### src/rtl/weight_read_scheduler_if.sv
// -----------------------------------------------------------------------------
// weight_read_scheduler_if
// Bundles every non-clock/reset signal of the weight read scheduler.
//   Layer command : layer_start, load_weights, kernel_size, output_channel_size
//   BRAM control  : write_weight_finish, weight_from_bram_valid (in);
//                   transfer_start, write_en, bram_control_add1/add2, port_sel (out)
//   MAC handshake : weight_ready (in); weight_valid, cur_row, cur_oc (out)
//   Status        : layer_finish, busy (out)
// Modports:
//   master - the surrounding system (layer control, BRAM controller, MAC side)
//   slave  - the scheduler itself
// -----------------------------------------------------------------------------
interface weight_read_scheduler_if #(
  parameter int OC_WIDTH = 12,
  parameter int KS_WIDTH = 5
);
  logic                layer_start;
  logic                load_weights;
  logic [KS_WIDTH-1:0] kernel_size;
  logic [OC_WIDTH-1:0] output_channel_size;
  logic                write_weight_finish;
  logic                weight_from_bram_valid;
  logic                weight_ready;
  logic                transfer_start;
  logic                write_en;
  logic                bram_control_add1;
  logic                bram_control_add2;
  logic                port_sel;
  logic                weight_valid;
  logic [2:0]          cur_row;
  logic [OC_WIDTH-1:0] cur_oc;
  logic                layer_finish;
  logic                busy;

  modport master (
    output layer_start, load_weights, kernel_size, output_channel_size,
           write_weight_finish, weight_from_bram_valid, weight_ready,
    input  transfer_start, write_en, bram_control_add1, bram_control_add2,
           port_sel, weight_valid, cur_row, cur_oc, layer_finish, busy
  );

  modport slave (
    input  layer_start, load_weights, kernel_size, output_channel_size,
           write_weight_finish, weight_from_bram_valid, weight_ready,
    output transfer_start, write_en, bram_control_add1, bram_control_add2,
           port_sel, weight_valid, cur_row, cur_oc, layer_finish, busy
  );
endinterface

### src/rtl/weight_read_scheduler.sv
// -----------------------------------------------------------------------------
// weight_read_scheduler
// Layer-level sequencer for the weight BRAM controller. On a layer command it
// optionally runs the weight preload (BRAM written from the AXIS preload FIFO),
// then walks every weight row (kernel row x output channel) out of BRAM, one
// row per consumer valid/ready handshake.
//
// Ports:
//   clk   - clock
//   rst_n - asynchronous active-low reset (aborts a layer, no finish pulse)
//   bus   - weight_read_scheduler_if.slave (command, BRAM control, MAC side)
//
// Optional feature (compile-time macro WSCHED_DUAL_READ_EN):
//   When defined, the row at address+1 is presented from BRAM port B
//   (S_RD_HOLD_B) right after a port-A row, and the address then advances by
//   two. When undefined, port_sel and bram_control_add2 are tied low.
//
// All outputs are registered and decoded from the next state, so they are
// aligned with the registered state and glitch-free.
// -----------------------------------------------------------------------------
module weight_read_scheduler #(
  parameter int OC_WIDTH = 12,
  parameter int KS_WIDTH = 5
) (
  input logic                     clk,
  input logic                     rst_n,
  weight_read_scheduler_if.slave  bus
);

  typedef enum logic [3:0] {
    S_IDLE      = 4'd0,
    S_LD_START  = 4'd1,
    S_LOAD      = 4'd2,
    S_LD_GAP    = 4'd3,
    S_RD_START  = 4'd4,
    S_RD_WAIT   = 4'd5,
    S_RD_HOLD   = 4'd6,
    S_RD_ADV    = 4'd7,
    S_DONE      = 4'd8,
    S_RD_HOLD_B = 4'd9
  } state_t;

  // One-hot kernel_size to K; anything that is not a legal one-hot code is K=1.
  function automatic logic [2:0] decode_k(input logic [KS_WIDTH-1:0] ks);
    logic [2:0] k;
    case (ks)
      KS_WIDTH'(1):  k = 3'd1;
      KS_WIDTH'(2):  k = 3'd2;
      KS_WIDTH'(4):  k = 3'd3;
      KS_WIDTH'(8):  k = 3'd4;
      KS_WIDTH'(16): k = 3'd5;
      default:       k = 3'd1;
    endcase
    return k;
  endfunction

  state_t              state_q, state_d;
  logic [2:0]          k_q, k_d;
  logic [OC_WIDTH-1:0] oc_size_q, oc_size_d;
  logic [2:0]          row_q, row_d;
  logic [OC_WIDTH-1:0] oc_q, oc_d;

  logic transfer_start_q, transfer_start_d;
  logic write_en_q, write_en_d;
  logic add1_q, add1_d;
  logic weight_valid_q, weight_valid_d;
  logic layer_finish_q, layer_finish_d;
  logic busy_q, busy_d;

  logic                row_wrap_s;
  logic                last_s;
  logic [2:0]          adv_row_s;
  logic [OC_WIDTH-1:0] adv_oc_s;

`ifdef WSCHED_DUAL_READ_EN
  localparam int CW = OC_WIDTH + 3;

  // total = K*OC held at OC_WIDTH+3 bits so it cannot overflow (K <= 5 < 8).
  logic [CW-1:0] total_q, total_d;
  logic [CW-1:0] idx_q, idx_d;
  // Set when the coming S_RD_ADV must skip the row already shown on port B.
  logic          adv2_q, adv2_d;
  logic          add2_q, add2_d;
  logic          port_sel_q, port_sel_d;
  logic [CW-1:0] rows_left_s;
  logic          pair_ok_s;
`endif

  assign row_wrap_s = (row_q == (k_q - 3'd1));
  assign last_s     = row_wrap_s && (oc_q == (oc_size_q - OC_WIDTH'(1)));
  assign adv_row_s  = row_wrap_s ? 3'd0 : (row_q + 3'd1);
  assign adv_oc_s   = row_wrap_s ? (oc_q + OC_WIDTH'(1)) : oc_q;

`ifdef WSCHED_DUAL_READ_EN
  // Rows left including the current one; >= 3 means at least two follow it.
  assign rows_left_s = total_q - idx_q;
  assign pair_ok_s   = (rows_left_s >= CW'(3));
`endif

  // Next-state, counter and output decode.
  always_comb begin
    state_d   = state_q;
    k_d       = k_q;
    oc_size_d = oc_size_q;
    row_d     = row_q;
    oc_d      = oc_q;
`ifdef WSCHED_DUAL_READ_EN
    total_d   = total_q;
    idx_d     = idx_q;
    adv2_d    = adv2_q;
`endif

    case (state_q)
      S_IDLE: begin
        if (bus.layer_start) begin
          k_d       = decode_k(bus.kernel_size);
          oc_size_d = bus.output_channel_size;
          row_d     = 3'd0;
          oc_d      = '0;
`ifdef WSCHED_DUAL_READ_EN
          total_d   = CW'(decode_k(bus.kernel_size)) * CW'(bus.output_channel_size);
          idx_d     = '0;
          adv2_d    = 1'b0;
`endif
          if (bus.output_channel_size == '0) begin
            state_d = S_DONE;
          end else if (bus.load_weights) begin
            state_d = S_LD_START;
          end else begin
            state_d = S_RD_START;
          end
        end else begin
          state_d = S_IDLE;
        end
      end
      S_LD_START: state_d = S_LOAD;
      S_LOAD: begin
        if (bus.write_weight_finish) begin
          state_d = S_LD_GAP;
        end else begin
          state_d = S_LOAD;
        end
      end
      // One idle cycle so the BRAM write FSM is back in idle before the read.
      S_LD_GAP:   state_d = S_RD_START;
      S_RD_START: state_d = S_RD_WAIT;
      S_RD_WAIT: begin
        if (bus.weight_from_bram_valid) begin
          state_d = S_RD_HOLD;
        end else begin
          state_d = S_RD_WAIT;
        end
      end
      S_RD_HOLD: begin
        if (bus.weight_ready) begin
          if (last_s) begin
            state_d = S_DONE;
          end else begin
            row_d = adv_row_s;
            oc_d  = adv_oc_s;
`ifdef WSCHED_DUAL_READ_EN
            idx_d = idx_q + CW'(1);
            if (pair_ok_s) begin
              state_d = S_RD_HOLD_B;
            end else begin
              adv2_d  = 1'b0;
              state_d = S_RD_ADV;
            end
`else
            state_d = S_RD_ADV;
`endif
          end
        end else begin
          state_d = S_RD_HOLD;
        end
      end
`ifdef WSCHED_DUAL_READ_EN
      S_RD_HOLD_B: begin
        if (bus.weight_ready) begin
          if (last_s) begin
            state_d = S_DONE;
          end else begin
            row_d   = adv_row_s;
            oc_d    = adv_oc_s;
            idx_d   = idx_q + CW'(1);
            adv2_d  = 1'b1;
            state_d = S_RD_ADV;
          end
        end else begin
          state_d = S_RD_HOLD_B;
        end
      end
`endif
      // BRAM valid in this cycle still belongs to the old address: ignore it.
      S_RD_ADV: state_d = S_RD_WAIT;
      S_DONE:   state_d = S_IDLE;
      default:  state_d = S_IDLE;
    endcase

    transfer_start_d = (state_d == S_LD_START) || (state_d == S_RD_START);
    write_en_d       = (state_d == S_LD_START) || (state_d == S_LOAD);
    layer_finish_d   = (state_d == S_DONE);
    busy_d           = (state_d != S_IDLE);
`ifdef WSCHED_DUAL_READ_EN
    weight_valid_d   = (state_d == S_RD_HOLD) || (state_d == S_RD_HOLD_B);
    port_sel_d       = (state_d == S_RD_HOLD_B);
    add1_d           = (state_d == S_RD_ADV) && !adv2_d;
    add2_d           = (state_d == S_RD_ADV) && adv2_d;
`else
    weight_valid_d   = (state_d == S_RD_HOLD);
    add1_d           = (state_d == S_RD_ADV);
`endif
  end

  // State, latched layer configuration, row/channel counters and outputs.
  always_ff @(posedge clk or negedge rst_n) begin
    if (!rst_n) begin
      state_q          <= S_IDLE;
      k_q              <= 3'd0;
      oc_size_q        <= '0;
      row_q            <= 3'd0;
      oc_q             <= '0;
      transfer_start_q <= 1'b0;
      write_en_q       <= 1'b0;
      add1_q           <= 1'b0;
      weight_valid_q   <= 1'b0;
      layer_finish_q   <= 1'b0;
      busy_q           <= 1'b0;
`ifdef WSCHED_DUAL_READ_EN
      total_q          <= '0;
      idx_q            <= '0;
      adv2_q           <= 1'b0;
      add2_q           <= 1'b0;
      port_sel_q       <= 1'b0;
`endif
    end else begin
      state_q          <= state_d;
      k_q              <= k_d;
      oc_size_q        <= oc_size_d;
      row_q            <= row_d;
      oc_q             <= oc_d;
      transfer_start_q <= transfer_start_d;
      write_en_q       <= write_en_d;
      add1_q           <= add1_d;
      weight_valid_q   <= weight_valid_d;
      layer_finish_q   <= layer_finish_d;
      busy_q           <= busy_d;
`ifdef WSCHED_DUAL_READ_EN
      total_q          <= total_d;
      idx_q            <= idx_d;
      adv2_q           <= adv2_d;
      add2_q           <= add2_d;
      port_sel_q       <= port_sel_d;
`endif
    end
  end

  assign bus.transfer_start    = transfer_start_q;
  assign bus.write_en          = write_en_q;
  assign bus.bram_control_add1 = add1_q;
  assign bus.weight_valid      = weight_valid_q;
  assign bus.cur_row           = row_q;
  assign bus.cur_oc            = oc_q;
  assign bus.layer_finish      = layer_finish_q;
  assign bus.busy              = busy_q;
`ifdef WSCHED_DUAL_READ_EN
  assign bus.bram_control_add2 = add2_q;
  assign bus.port_sel          = port_sel_q;
`else
  assign bus.bram_control_add2 = 1'b0;
  assign bus.port_sel          = 1'b0;
`endif

endmodule

### src/flat_wrapper.sv
// flat-port wrapper written by rule: the top's interface ports become plain ports
module weight_read_scheduler_flat 
#(
  parameter int OC_WIDTH = 12,
  parameter int KS_WIDTH = 5
)
  (clk, rst_n, bus_layer_start, bus_load_weights, bus_kernel_size, bus_output_channel_size, bus_write_weight_finish, bus_weight_from_bram_valid, bus_weight_ready, bus_transfer_start, bus_write_en, bus_bram_control_add1, bus_bram_control_add2, bus_port_sel, bus_weight_valid, bus_cur_row, bus_cur_oc, bus_layer_finish, bus_busy);
  weight_read_scheduler_if #(.OC_WIDTH(OC_WIDTH), .KS_WIDTH(KS_WIDTH)) bus_i ();
  input logic clk;
  input logic rst_n;
  input wire logic [$bits(bus_i.layer_start)-1:0] bus_layer_start;
  input wire logic [$bits(bus_i.load_weights)-1:0] bus_load_weights;
  input wire logic [$bits(bus_i.kernel_size)-1:0] bus_kernel_size;
  input wire logic [$bits(bus_i.output_channel_size)-1:0] bus_output_channel_size;
  input wire logic [$bits(bus_i.write_weight_finish)-1:0] bus_write_weight_finish;
  input wire logic [$bits(bus_i.weight_from_bram_valid)-1:0] bus_weight_from_bram_valid;
  input wire logic [$bits(bus_i.weight_ready)-1:0] bus_weight_ready;
  output wire logic [$bits(bus_i.transfer_start)-1:0] bus_transfer_start;
  output wire logic [$bits(bus_i.write_en)-1:0] bus_write_en;
  output wire logic [$bits(bus_i.bram_control_add1)-1:0] bus_bram_control_add1;
  output wire logic [$bits(bus_i.bram_control_add2)-1:0] bus_bram_control_add2;
  output wire logic [$bits(bus_i.port_sel)-1:0] bus_port_sel;
  output wire logic [$bits(bus_i.weight_valid)-1:0] bus_weight_valid;
  output wire logic [$bits(bus_i.cur_row)-1:0] bus_cur_row;
  output wire logic [$bits(bus_i.cur_oc)-1:0] bus_cur_oc;
  output wire logic [$bits(bus_i.layer_finish)-1:0] bus_layer_finish;
  output wire logic [$bits(bus_i.busy)-1:0] bus_busy;
  assign bus_i.layer_start = bus_layer_start;
  assign bus_i.load_weights = bus_load_weights;
  assign bus_i.kernel_size = bus_kernel_size;
  assign bus_i.output_channel_size = bus_output_channel_size;
  assign bus_i.write_weight_finish = bus_write_weight_finish;
  assign bus_i.weight_from_bram_valid = bus_weight_from_bram_valid;
  assign bus_i.weight_ready = bus_weight_ready;
  assign bus_transfer_start = bus_i.transfer_start;
  assign bus_write_en = bus_i.write_en;
  assign bus_bram_control_add1 = bus_i.bram_control_add1;
  assign bus_bram_control_add2 = bus_i.bram_control_add2;
  assign bus_port_sel = bus_i.port_sel;
  assign bus_weight_valid = bus_i.weight_valid;
  assign bus_cur_row = bus_i.cur_row;
  assign bus_cur_oc = bus_i.cur_oc;
  assign bus_layer_finish = bus_i.layer_finish;
  assign bus_busy = bus_i.busy;
  weight_read_scheduler #(.OC_WIDTH(OC_WIDTH), .KS_WIDTH(KS_WIDTH)) u_core (.clk(clk), .rst_n(rst_n), .bus(bus_i));
endmodule
### config.mk
export PLATFORM = sky130hd
export DESIGN_NAME = weight_read_scheduler_flat
export DESIGN_NICKNAME = d
export VERILOG_FILES = /design/src/rtl/weight_read_scheduler_if.sv /design/src/rtl/weight_read_scheduler.sv /design/src/flat_wrapper.sv
export SDC_FILE = /design/constraint.sdc
export NUM_CORES = 1
export LEC_CHECK = 0
export BUFFER_PORTS_ARGS = -buffer_cell sky130_fd_sc_hd__buf_2
export CAP_MARGIN = 5
export CORE_MARGIN = 4
export CORE_UTILIZATION = 45
export DETAILED_ROUTE_END_ITERATION = 8
export HOLD_SLACK_MARGIN = 0.05
export PLACE_DENSITY = 0.81
export SLEW_MARGIN = 15
export SYNTH_ARGS = -nofsm -noshare
export SYNTH_HDL_FRONTEND = slang
export SYNTH_SLANG_ARGS = --single-unit
### constraint.sdc
create_clock -name clk -period 2.5 [get_ports clk]
set_clock_uncertainty 0.05 [all_clocks]
set_input_delay 0.125 -clock clk [delete_from_list [all_inputs] [get_ports clk]]
set_output_delay 0.125 -clock clk [all_outputs]
set_load 0.01 [all_outputs]
==> impl_metrics.env, run 1 <==
export IMPL_cts_root_buf="clkbuf_8"
export IMPL_rrSetupSlack_ns=-0.35
export IMPL_critPathLaunch="u_core.oc_size_q[0]$_DFFE_PN0P_"
export IMPL_finalNonFillerCells=411
export IMPL_finalSetupViolations=21
export IMPL_rows=25
export IMPL_timing_rr_start="u_core.oc_size_q[0]$_DFFE_PN0P_"
export IMPL_start_kind="register"
export IMPL_max_cap_violations=0
export IMPL_grt_pass1_wl_um=9990
export IMPL_crit_path_top_delay_cell="or4b_4"
export IMPL_syn_area_mm2=0.00233
export IMPL_die_area_mm2=0.00638
export IMPL_cp_num_buf_inv=1
export IMPL_synth_compound_area_share_pct=13.1
export IMPL_cp_end_kind="register"
export IMPL_area_growth_pct=34.9
export IMPL_critPathKind="reg2reg"
export IMPL_worstHoldPathType="in2reg"
export IMPL_fp_dieW_um=79.9
export IMPL_slew_headroom_pct=42.4
export IMPL_finalCritPeriodShare_pct=114
export IMPL_drtIter0Drc=130
export IMPL_numPortBuffers=44
export IMPL_nets=371
export IMPL_synthMuxAreaShare_pct=2.15
export IMPL_netlist_top_cells_area="dfrtp_1, nand2_1, xnor2_1"
export IMPL_dp_hpwl_um=4210
export IMPL_clk_pin_slew_ns=0.08
export IMPL_slew_violations=0
export IMPL_ant_nets=0
export IMPL_cts_tree="yes"
export IMPL_clock_sinks=40
export IMPL_cts_made_buffers=5
export IMPL_rsz0062_at_grt="true"
export IMPL_yosysSeqAreaShare_pct=43.0
export IMPL_wl_met2_um=3190
export IMPL_finalWorstSetupSlack_ns=-0.350
export IMPL_synthCells=265
export IMPL_grt_usage_pct=19.8
export IMPL_arrival_ns=2.96
export IMPL_synth_top_family_by_area="simple AND/OR/NAND/NOR gates"
export IMPL_crit_required_ns=2.61
export IMPL_outcome="finished with violations"
export IMPL_num_vias=2267
export IMPL_utilization_pct=64.7
export IMPL_grt_antenna_before_repair=0
export IMPL_cp_common_cell="or4b_4"
export IMPL_slowest_delay_ns=0.51
export IMPL_wire_per_inst_um=15.1
export IMPL_yosys_area_top_type_share_pct=43.0
export IMPL_yosysTopAreaCell="dfrtp_1"
export IMPL_grt_ovfl_total=0
export IMPL_synth_xor_area_share_pct=9.04
export IMPL_gp_congestion=0.868
export IMPL_violations="setup timing"
export IMPL_drcViolationCount=0
export IMPL_synthAdderAreaFrac_pct=2.15
export IMPL_placed_cells=380
export IMPL_via_per_inst=5.52
export IMPL_worstPathMaxFanout=4
export IMPL_hp_start="bus_kernel_size[0]"
export IMPL_ctsLongestPathBuffers=2
export IMPL_irDropWorstVdd_mv=0.715
export IMPL_clkLatencyLatePin_ns=0.29
export IMPL_powerDensity_mw_per_mm2=979
export IMPL_path_cells="inv_2 > ha_4 > or4b_4 > or4_4 > or4b_4 > nand2_4 > nand4_1 > o21ai_2 > o221ai_1"
export IMPL_syn_area_per_cell_um2=8.78
export IMPL_core_area_mm2=0.00485
export IMPL_synth_simple_area_share_pct=26.4
export IMPL_h_tree_depth=2
export IMPL_synth_cell_types=45
export IMPL_fmax_mhz=351
export IMPL_grt_max_degree=41
export IMPL_n_antenna_cell=0
export IMPL_hold_viol_final=0
export IMPL_start_util_pct=48.0
export IMPL_grt_pass1_vias=2256
export IMPL_die_y_um=79.9
export IMPL_ys_seq_elements=40
export IMPL_worstMarginPinSlew_ns=0.865
export IMPL_cpLargestDelayFamily="simple AND/OR/NAND/NOR gates"
export IMPL_firstDrtPassIters=4
export IMPL_top_layer_used="met4"
export IMPL_yosys_warnings=0
export IMPL_m1WireLength_um=2580
export IMPL_wirelength_um=6190
export IMPL_io_pins=47
export IMPL_min_period_ns=2.85
export IMPL_wl_met3_um=350
export IMPL_p_leak_nw=1.54
export IMPL_layout_drive_gt1_share_pct=28.8
[area by class of cell]
type / instances / area [um^2]
clock buffers: 7 / 96.3
well taps: 67 / 83.8
multi-input cells: 205 / 1350
flip-flops and latches: 40 / 1000
repair buffers: 81 / 544
clock inverters: 1 / 30.0
fillers: 396 / 1710
inverters: 10 / 37.5
[metrics by stage]
step	TNS, ns	power [mW]	setup slack (ns)	hold WS [ns]	area [um^2]
6_report	-5.62	3.07	-0.350	0.0775	3140
5_1_grt	-7.55	3.28	-0.438	0.121	3140
4_1_cts	-4.84	3.01	-0.319	0.0705	3090
3_5_place_dp	-5.30	2.31	-0.364	0.246	2700
3_3_place_gp	-4.11	2.24	-0.267	0.234	2700
2_1_floorplan	-3.08	1.88	-0.230	-0.221	2350
[final timing paths]
check | endpoint | cells past startpoint
max in group asynchronous | u_core.oc_size_q[4]$_DFFE_PN0P_ | 2
min in group asynchronous | u_core.bus.cur_oc[3]$_DFFE_PN0P_ | 2
min | u_core.k_q[0]$_DFFE_PN0P_ | 3
max | u_core.state_q[2]$_DFF_PN0_ | 9
max reg2reg | u_core.state_q[2]$_DFF_PN0_ | 9
min reg2reg | u_core.oc_size_q[11]$_DFFE_PN0P_ | 2
[cells in the mapped netlist]
master     count
o41ai_1        1
or4b_4         1
nand4_1        5
o22ai_1        2
a32o_1         2
and3_1         5
and2_1         2
nor3_1         6
or4_1          2
buf_4          2
ha_1           4
a2111oi_4      1
nand3b_1       2
a21oi_1        8
o21ai_1        2
or4_4          1
a31o_2         1
buf_1          1
inv_1         10
conb_1         1
a311oi_1       1
a31oi_1        3
mux2i_1        5
or4b_1         1
nand2_1       52
nand2_2        1
o211ai_1       2
o311ai_0       2
o221ai_1       1
clkbuf_1       7
xor2_1        11
xnor2_1       13
dfrtp_1       40
o21ai_0       14
a311o_1        1
nor3b_1        1
a21oi_2        1
or3_1          3
nand2b_1       8
nand3_1       12
a31o_1         1
nor2_1        18
buf_6          1
a21bo_1        1
nor4_1         6
[registers in the layout (all words and copies together), names as in the netlist]
signal,flops
u_core.bus.layer_finish,1
u_core.bus.write_en,1
u_core.oc_size_q,12
u_core.state_q,4
u_core.bus.cur_row,3
u_core.bus.bram_control_add1,1
u_core.bus.transfer_start,1
u_core.bus.busy,1
u_core.bus.cur_oc,12
u_core.bus.weight_valid,1
u_core.k_q,3
[report_power, final]
group          switching [mW]  total [mW]  internal (mW)
registers               0.200        1.03          0.834
clock network           0.223       0.575          0.352
logic                   0.768        1.46          0.694
total                    1.19        3.07           1.88
[worst min-delay path: stages]
cell	delay (ns)
buf_2	0.10
o41ai_1	0.09
o21ai_0	0.07
[repair_timing]
action	4_1_cts	5_1_grt
pin swaps	7	8
setup buffers	6	3
hold buffers	14	0
resized for setup	20	8
gates cloned	0	0
hold endpoints to repair	53	0
setup endpoints to repair	21	21
[kinds of logic after synthesis]
logic type,Yosys count
AO/OA/AOI/OAI,44
XOR/XNOR,24
adder cells (fa/ha/maj),4
buffers and inverters,21
flip-flops,40
multiplexers,5
other,1
AND/OR/NAND/NOR,126
[cell usage in the layout, fill, tap and decap left out, types with 8 or more instances in the layout]
cell,n
nand2b_1,8
nand2_1,50
nor2_1,18
o21ai_0,12
dfrtp_1,40
buf_4,20
buf_2,44
xor2_1,11
xnor2_1,13
dlygate4sd3_1,14
[per-layer routing]
layer	track usage, %	vias to the layer above
met4	6.93	0
met5	0	-
met2	34.0	79
met1	25.0	1104
li1	-	1074
met3	3.27	10
No activity file was read; power rests on OpenSTA's default activity.
==> run 2, diff against run 1 <==
--- a/config.mk
+++ b/config.mk
@@ -12,6 +12,7 @@
 export DETAILED_ROUTE_END_ITERATION = 8
 export HOLD_SLACK_MARGIN = 0.05
 export PLACE_DENSITY = 0.81
+export SKIP_LAST_GASP = 1
 export SLEW_MARGIN = 15
 export SYNTH_ARGS = -nofsm -noshare
 export SYNTH_HDL_FRONTEND = slang
==> run 2 against run 1 <==
Effect of this change:
- non-clock buffer count did not move
- die area did not move
- routed wire length rose by 0.40%
- clock power barely moved
- critical path type unchanged
- largest power group unchanged
- the flow still finishes with violations (setup timing)
==> impl_metrics.env, run 2 (same netlist as run 1, synthesis figures left out) <==
export IMPL_comb_power_share_pct=47.5
export IMPL_cpLargestDelayFamily="simple AND/OR/NAND/NOR gates"
export IMPL_num_vias=2274
export IMPL_cts_made_buffers=5
export IMPL_area_growth_pct=34.9
export IMPL_rsz0062_at_grt="true"
export IMPL_max_cap_violations=0
export IMPL_grt_pass1_vias=2255
export IMPL_wire_per_inst_um=15.1
export IMPL_slowest_delay_ns=0.51
export IMPL_final_cell_mix="nand2_1, buf_2, dfrtp_1"
export IMPL_hold_viol_final=0
export IMPL_irDropWorstVdd_mv=0.716
export IMPL_multi_input_area_mm2=0.00135
export IMPL_place_ws_ns=-0.364
export IMPL_finalCritPeriodShare_pct=114
export IMPL_sw_frac_of_total_pct=38.9
export IMPL_timing_hold_ws_ns=0.0770
export IMPL_slew_headroom_pct=42.1
export IMPL_grt_ovfl_total=0
export IMPL_core_area_mm2=0.00485
export IMPL_drtIter0Drc=110
export IMPL_worstHoldPathType="in2reg"
export IMPL_nets=371
export IMPL_p_leak_nw=1.54
export IMPL_finalSetupViolations=21
export IMPL_clk_pin_slew_ns=0.08
export IMPL_crit_required_ns=2.61
export IMPL_fillCellCount=396
export IMPL_cts_tree="yes"
export IMPL_path_cells="inv_2 > ha_4 > or4b_4 > or4_4 > or4b_4 > nand2_4 > nand4_1 > o21ai_2 > o221ai_1"
export IMPL_arrival_ns=2.96
export IMPL_slew_violations=0
export IMPL_grt_max_degree=41
export IMPL_firstDrtPassIters=4
export IMPL_worstMarginPinSlew_ns=0.869
export IMPL_crit_path_top_delay_cell="or4b_4"
export IMPL_worstPathMaxFanout=4
export IMPL_ctsLongestPathBuffers=2
export IMPL_layout_drive_gt1_share_pct=28.8
export IMPL_clkLatencyLatePin_ns=0.29
export IMPL_critPathKind="reg2reg"
export IMPL_final_area_mm2=0.00314
export IMPL_cp_end_kind="register"
export IMPL_fin_total_pwr_mw=3.08
export IMPL_clockPowerShare_pct=18.8
export IMPL_outcome="finished with violations"
export IMPL_n_antenna_cell=0
export IMPL_seqCellArea_mm2=0.00100
export IMPL_grt_pass1_wl_um=9980
export IMPL_wirelength_um=6220
export IMPL_start_kind="register"
export IMPL_layout_commonest_cell="nand2_1"
export IMPL_fp_dieW_um=79.9
export IMPL_grt_antenna_before_repair=0
export IMPL_intPower_mw=1.88
export IMPL_min_period_ns=2.85
export IMPL_placed_area_mm2=0.00270
export IMPL_die_area_mm2=0.00638
export IMPL_start_util_pct=48.0
export IMPL_h_tree_depth=2
export IMPL_rows=25
export IMPL_violations="setup timing"
export IMPL_numPortBuffers=44
export IMPL_fmax_mhz=351
export IMPL_cp_common_cell="or4b_4"
export IMPL_net_switching_power_mw=1.20
export IMPL_grt_usage_pct=19.8
export IMPL_dp_hpwl_um=4210
export IMPL_drcViolationCount=0
export IMPL_io_pins=47
export IMPL_cp_num_buf_inv=1
export IMPL_powerDensity_mw_per_mm2=980
export IMPL_finalWorstSetupSlack_ns=-0.347
export IMPL_via_per_inst=5.53
export IMPL_clock_sinks=40
export IMPL_gp_congestion=0.868
export IMPL_tns_ns=-5.61
export IMPL_die_y_um=79.9
export IMPL_cts_root_buf="clkbuf_8"
export IMPL_ant_nets=0
export IMPL_seq_power_share_pct=33.7
==> run 2: path summary, 6_finish.rpt <==
kind	from	end	slack [ns]	cells past startpoint
max	u_core.oc_size_q[0]$_DFFE_PN0P_	u_core.state_q[2]$_DFF_PN0_	-0.35	9
min	bus_kernel_size[0]	u_core.k_q[0]$_DFFE_PN0P_	0.08	3
max reg2reg	u_core.oc_size_q[0]$_DFFE_PN0P_	u_core.state_q[2]$_DFF_PN0_	-0.35	9
min reg2reg	u_core.oc_size_q[11]$_DFFE_PN0P_	u_core.oc_size_q[11]$_DFFE_PN0P_	0.47	2
max in group asynchronous	rst_n	u_core.oc_size_q[4]$_DFFE_PN0P_	1.42	2
min in group asynchronous	rst_n	u_core.bus.cur_oc[3]$_DFFE_PN0P_	0.43	2
==> run 2: stage by stage <==
step / util (%) / std cells
after global placement: 55.7 / 380
after detailed placement: 55.7 / 380
after CTS: 63.7 / 408
after floorplan: - / 266
final: 64.7 / 411
after global routing: 64.7 / 411
==> run 2: what timing repair did <==
action / 4_1_cts / 5_1_grt
hold buffers: 14 / 0
pin swaps: 6 / 9
resized for setup: 20 / 8
buffers inserted: 6 / 3
endpoints found under the setup margin: 21 / 21
endpoints found under the hold margin: 53 / 0
==> run 2: layer usage <==
metal	vias up	routed length [um]	GRT usage (%)
met3	15	334	3.27
met2	82	3190	34.0
met4	0	103	6.93
met5	-	0	0
met1	1102	2590	25.0
li1	1075	-	-
==> run 2: area by class of cell <==
type	instances	share of cell area, %
sequential	40	31.9
timing repair buffer	81	17.3
clock buffer	7	3.07
inverter	10	1.20
tap	67	2.67
multi-input combinational	205	42.9
clock inverter	1	0.957
==> run 2: power by group through the flow <==
stage | sequential [mW] | combinational, mW | clock [mW]
6_report | 1.04 | 1.46 | 0.578
5_1_grt | 1.06 | 1.61 | 0.610
4_1_cts | 1.03 | 1.40 | 0.584
3_5_place_dp | 1.04 | 1.27 | 0
3_3_place_gp | 1.02 | 1.22 | 0
2_1_floorplan | 1.02 | 0.858 | 0
==> run 2: tightest hold or removal path, cell delays in order <==
cell and delay (ns):
buf_2 0.10, o41ai_1 0.09, o21ai_0 0.07
==> run 3, diff against run 2 <==
--- a/config.mk
+++ b/config.mk
@@ -12,6 +12,7 @@
 export DETAILED_ROUTE_END_ITERATION = 8
 export HOLD_SLACK_MARGIN = 0.05
 export PLACE_DENSITY = 0.81
+export REMOVE_ABC_BUFFERS = 1
 export SKIP_LAST_GASP = 1
 export SLEW_MARGIN = 15
 export SYNTH_ARGS = -nofsm -noshare
==> run 3 against run 2 <==
Effect of this change:
- the flow still finishes with violations (setup timing)
- final cell count decreased by 1.5%
- cell area decreased by 3.2%
- sequential power about the same
- clock-buffer cell count decreased by 1
- clock power decreased by 30%
- combinational power decreased by 3%
- first-iteration DRC count increased by 44%
- maximum frequency decreased by 1.4%
- register-to-register slack got worse by 0.04 ns
==> impl_metrics.env, run 3 (same netlist as run 1, synthesis figures left out) <==
export IMPL_outcome="finished with violations"
export IMPL_violations="setup timing"
export IMPL_placed_area_mm2=0.00268
export IMPL_utilization_pct=62.7
export IMPL_slowest_delay_ns=0.52
export IMPL_dp_hpwl_um=4060
export IMPL_grt_pass1_vias=2194
export IMPL_grt_antenna_before_repair=0
export IMPL_finalCritPeriodShare_pct=115
export IMPL_rows=25
export IMPL_worstMarginPinSlew_ns=0.902
export IMPL_min_period_ns=2.89
export IMPL_net_switching_power_mw=1.17
export IMPL_core_area_mm2=0.00485
export IMPL_fin_total_pwr_mw=2.85
export IMPL_cts_root_buf="clkbuf_8"
export IMPL_layout_drive_gt1_share_pct=26.3
export IMPL_fp_dieW_um=79.9
export IMPL_clockPowerShare_pct=14.3
export IMPL_max_cap_violations=0
export IMPL_grt_usage_pct=20.6
export IMPL_intPower_mw=1.68
export IMPL_cp_num_buf_inv=1
export IMPL_top_layer_used="met4"
export IMPL_cts_tree="yes"
export IMPL_grt_max_degree=41
export IMPL_worstHoldPathType="in2reg"
export IMPL_wirelength_um=6040
export IMPL_timing_hold_ws_ns=0.0616
export IMPL_hold_viol_final=0
export IMPL_arrival_ns=3.01
export IMPL_layout_commonest_cell="nand2_1"
export IMPL_p_leak_nw=1.47
export IMPL_grt_ovfl_total=0
export IMPL_finalWorstSetupSlack_ns=-0.386
export IMPL_sw_frac_of_total_pct=41.2
export IMPL_die_area_mm2=0.00638
export IMPL_cp_common_cell="or4b_4"
export IMPL_wl_met3_um=378
export IMPL_num_vias=2250
export IMPL_crit_path_top_delay_cell="or4b_4"
export IMPL_clkLatencyLatePin_ns=0.30
export IMPL_via_per_inst=5.56
export IMPL_die_y_um=79.9
export IMPL_drtIter0Drc=158
export IMPL_irDropWorstVdd_mv=0.452
export IMPL_grt_pass1_wl_um=10100
export IMPL_ctsLongestPathBuffers=2
export IMPL_slew_violations=0
export IMPL_rsz0062_at_grt="true"
export IMPL_numPortBuffers=44
export IMPL_finalSetupViolations=21
export IMPL_nets=366
export IMPL_gp_congestion=0.840
export IMPL_wl_met2_um=2920
export IMPL_area_growth_pct=30.6
export IMPL_clock_sinks=40
export IMPL_tns_ns=-6.33
export IMPL_fmax_mhz=346
export IMPL_final_area_mm2=0.00304
export IMPL_place_ws_ns=-0.431
export IMPL_path_cells="inv_2 > ha_4 > or4b_4 > or4_4 > or4b_4 > nand2_4 > nand4_1 > o21ai_2 > o221ai_2"
export IMPL_firstDrtPassIters=4
export IMPL_wire_per_inst_um=14.9
export IMPL_ant_nets=0
export IMPL_io_pins=47
export IMPL_final_cell_mix="nand2_1, buf_2, dfrtp_1"
export IMPL_seq_power_share_pct=35.9
export IMPL_m1WireLength_um=2600
export IMPL_drcViolationCount=0
export IMPL_start_util_pct=48.0
export IMPL_start_kind="register"
export IMPL_finalNonFillerCells=405
export IMPL_powerDensity_mw_per_mm2=939
export IMPL_cpLargestDelayFamily="simple AND/OR/NAND/NOR gates"
export IMPL_critPathKind="reg2reg"
export IMPL_comb_power_share_pct=49.8
export IMPL_h_tree_depth=2
export IMPL_cp_end_kind="register"
export IMPL_n_antenna_cell=0
export IMPL_slew_headroom_pct=39.8
export IMPL_cts_made_buffers=5
export IMPL_clk_pin_slew_ns=0.08
export IMPL_worstPathMaxFanout=4
export IMPL_crit_required_ns=2.62
export IMPL_placed_cells=380
## run 3: cell types whose count changed in the layout (fill, tap and decap cells not counted), moves of 2 or more
| cell | delta |
|---|---|
| buf_4 | -6 |
| nand3_2 | -3 |
| nand3_1 | +3 |
| clkbuf_8 | -2 |
## run 3: repair_timing
item,4_1_cts,5_1_grt
setup buffers,2,0
pin swaps,5,7
endpoints found under the hold margin,54,0
resized for setup,22,6
setup endpoints to repair,21,21
cloned,1,0
hold buffers,15,0
## run 3: path summary, 6_finish.rpt
path	start	end	slack [ns]	depth (start not counted)
worst max-delay path	u_core.oc_size_q[1]$_DFFE_PN0P_	u_core.state_q[2]$_DFF_PN0_	-0.39	9
worst min-delay path	bus_kernel_size[2]	u_core.k_q[0]$_DFFE_PN0P_	0.06	3
max in group asynchronous	rst_n	u_core.oc_size_q[11]$_DFFE_PN0P_	1.40	2
min in group asynchronous	rst_n	u_core.bus.weight_valid$_DFF_PN0_	0.45	2
worst min register to register	u_core.oc_size_q[11]$_DFFE_PN0P_	u_core.oc_size_q[11]$_DFFE_PN0P_	0.47	2
worst max register to register	u_core.oc_size_q[1]$_DFFE_PN0P_	u_core.state_q[2]$_DFF_PN0_	-0.39	9
## run 3: power groups by stage
stage               Clock (mW)  Sequential (mW)  Combinational (mW)
floorplan                    0             1.03               0.807
global placement             0             1.01                1.21
detailed placement           0             1.03                1.25
CTS                      0.418             1.02                1.39
global route             0.454             1.05                1.58
finish                   0.407             1.02                1.42
## run 3: final cells by class
cell class              instances  area [um^2]
flip-flops and latches         40         1000
inverters                      10         37.5
clock buffers                   6         72.6
fillers                       402         1810
well taps                      67         83.8
repair buffers                 76          509
multi-input cells             205         1330
clock inverters                 1         5.00
## run 3: tightest hold or removal path: cells and delay by family
| kind | cells | cell delay [ns] |
|---|---|---|
| buffers and inverters | 1 | 0.10 |
| AO/OA/AOI/OAI | 2 | 0.14 |
## run 3: routing by layer
metal | vias to the layer above | global-route usage, %
met5 | - | 0
met4 | 0 | 9.29
met3 | 13 | 6.32
met2 | 83 | 32.4
met1 | 1088 | 25.8
li1 | 1066 | -
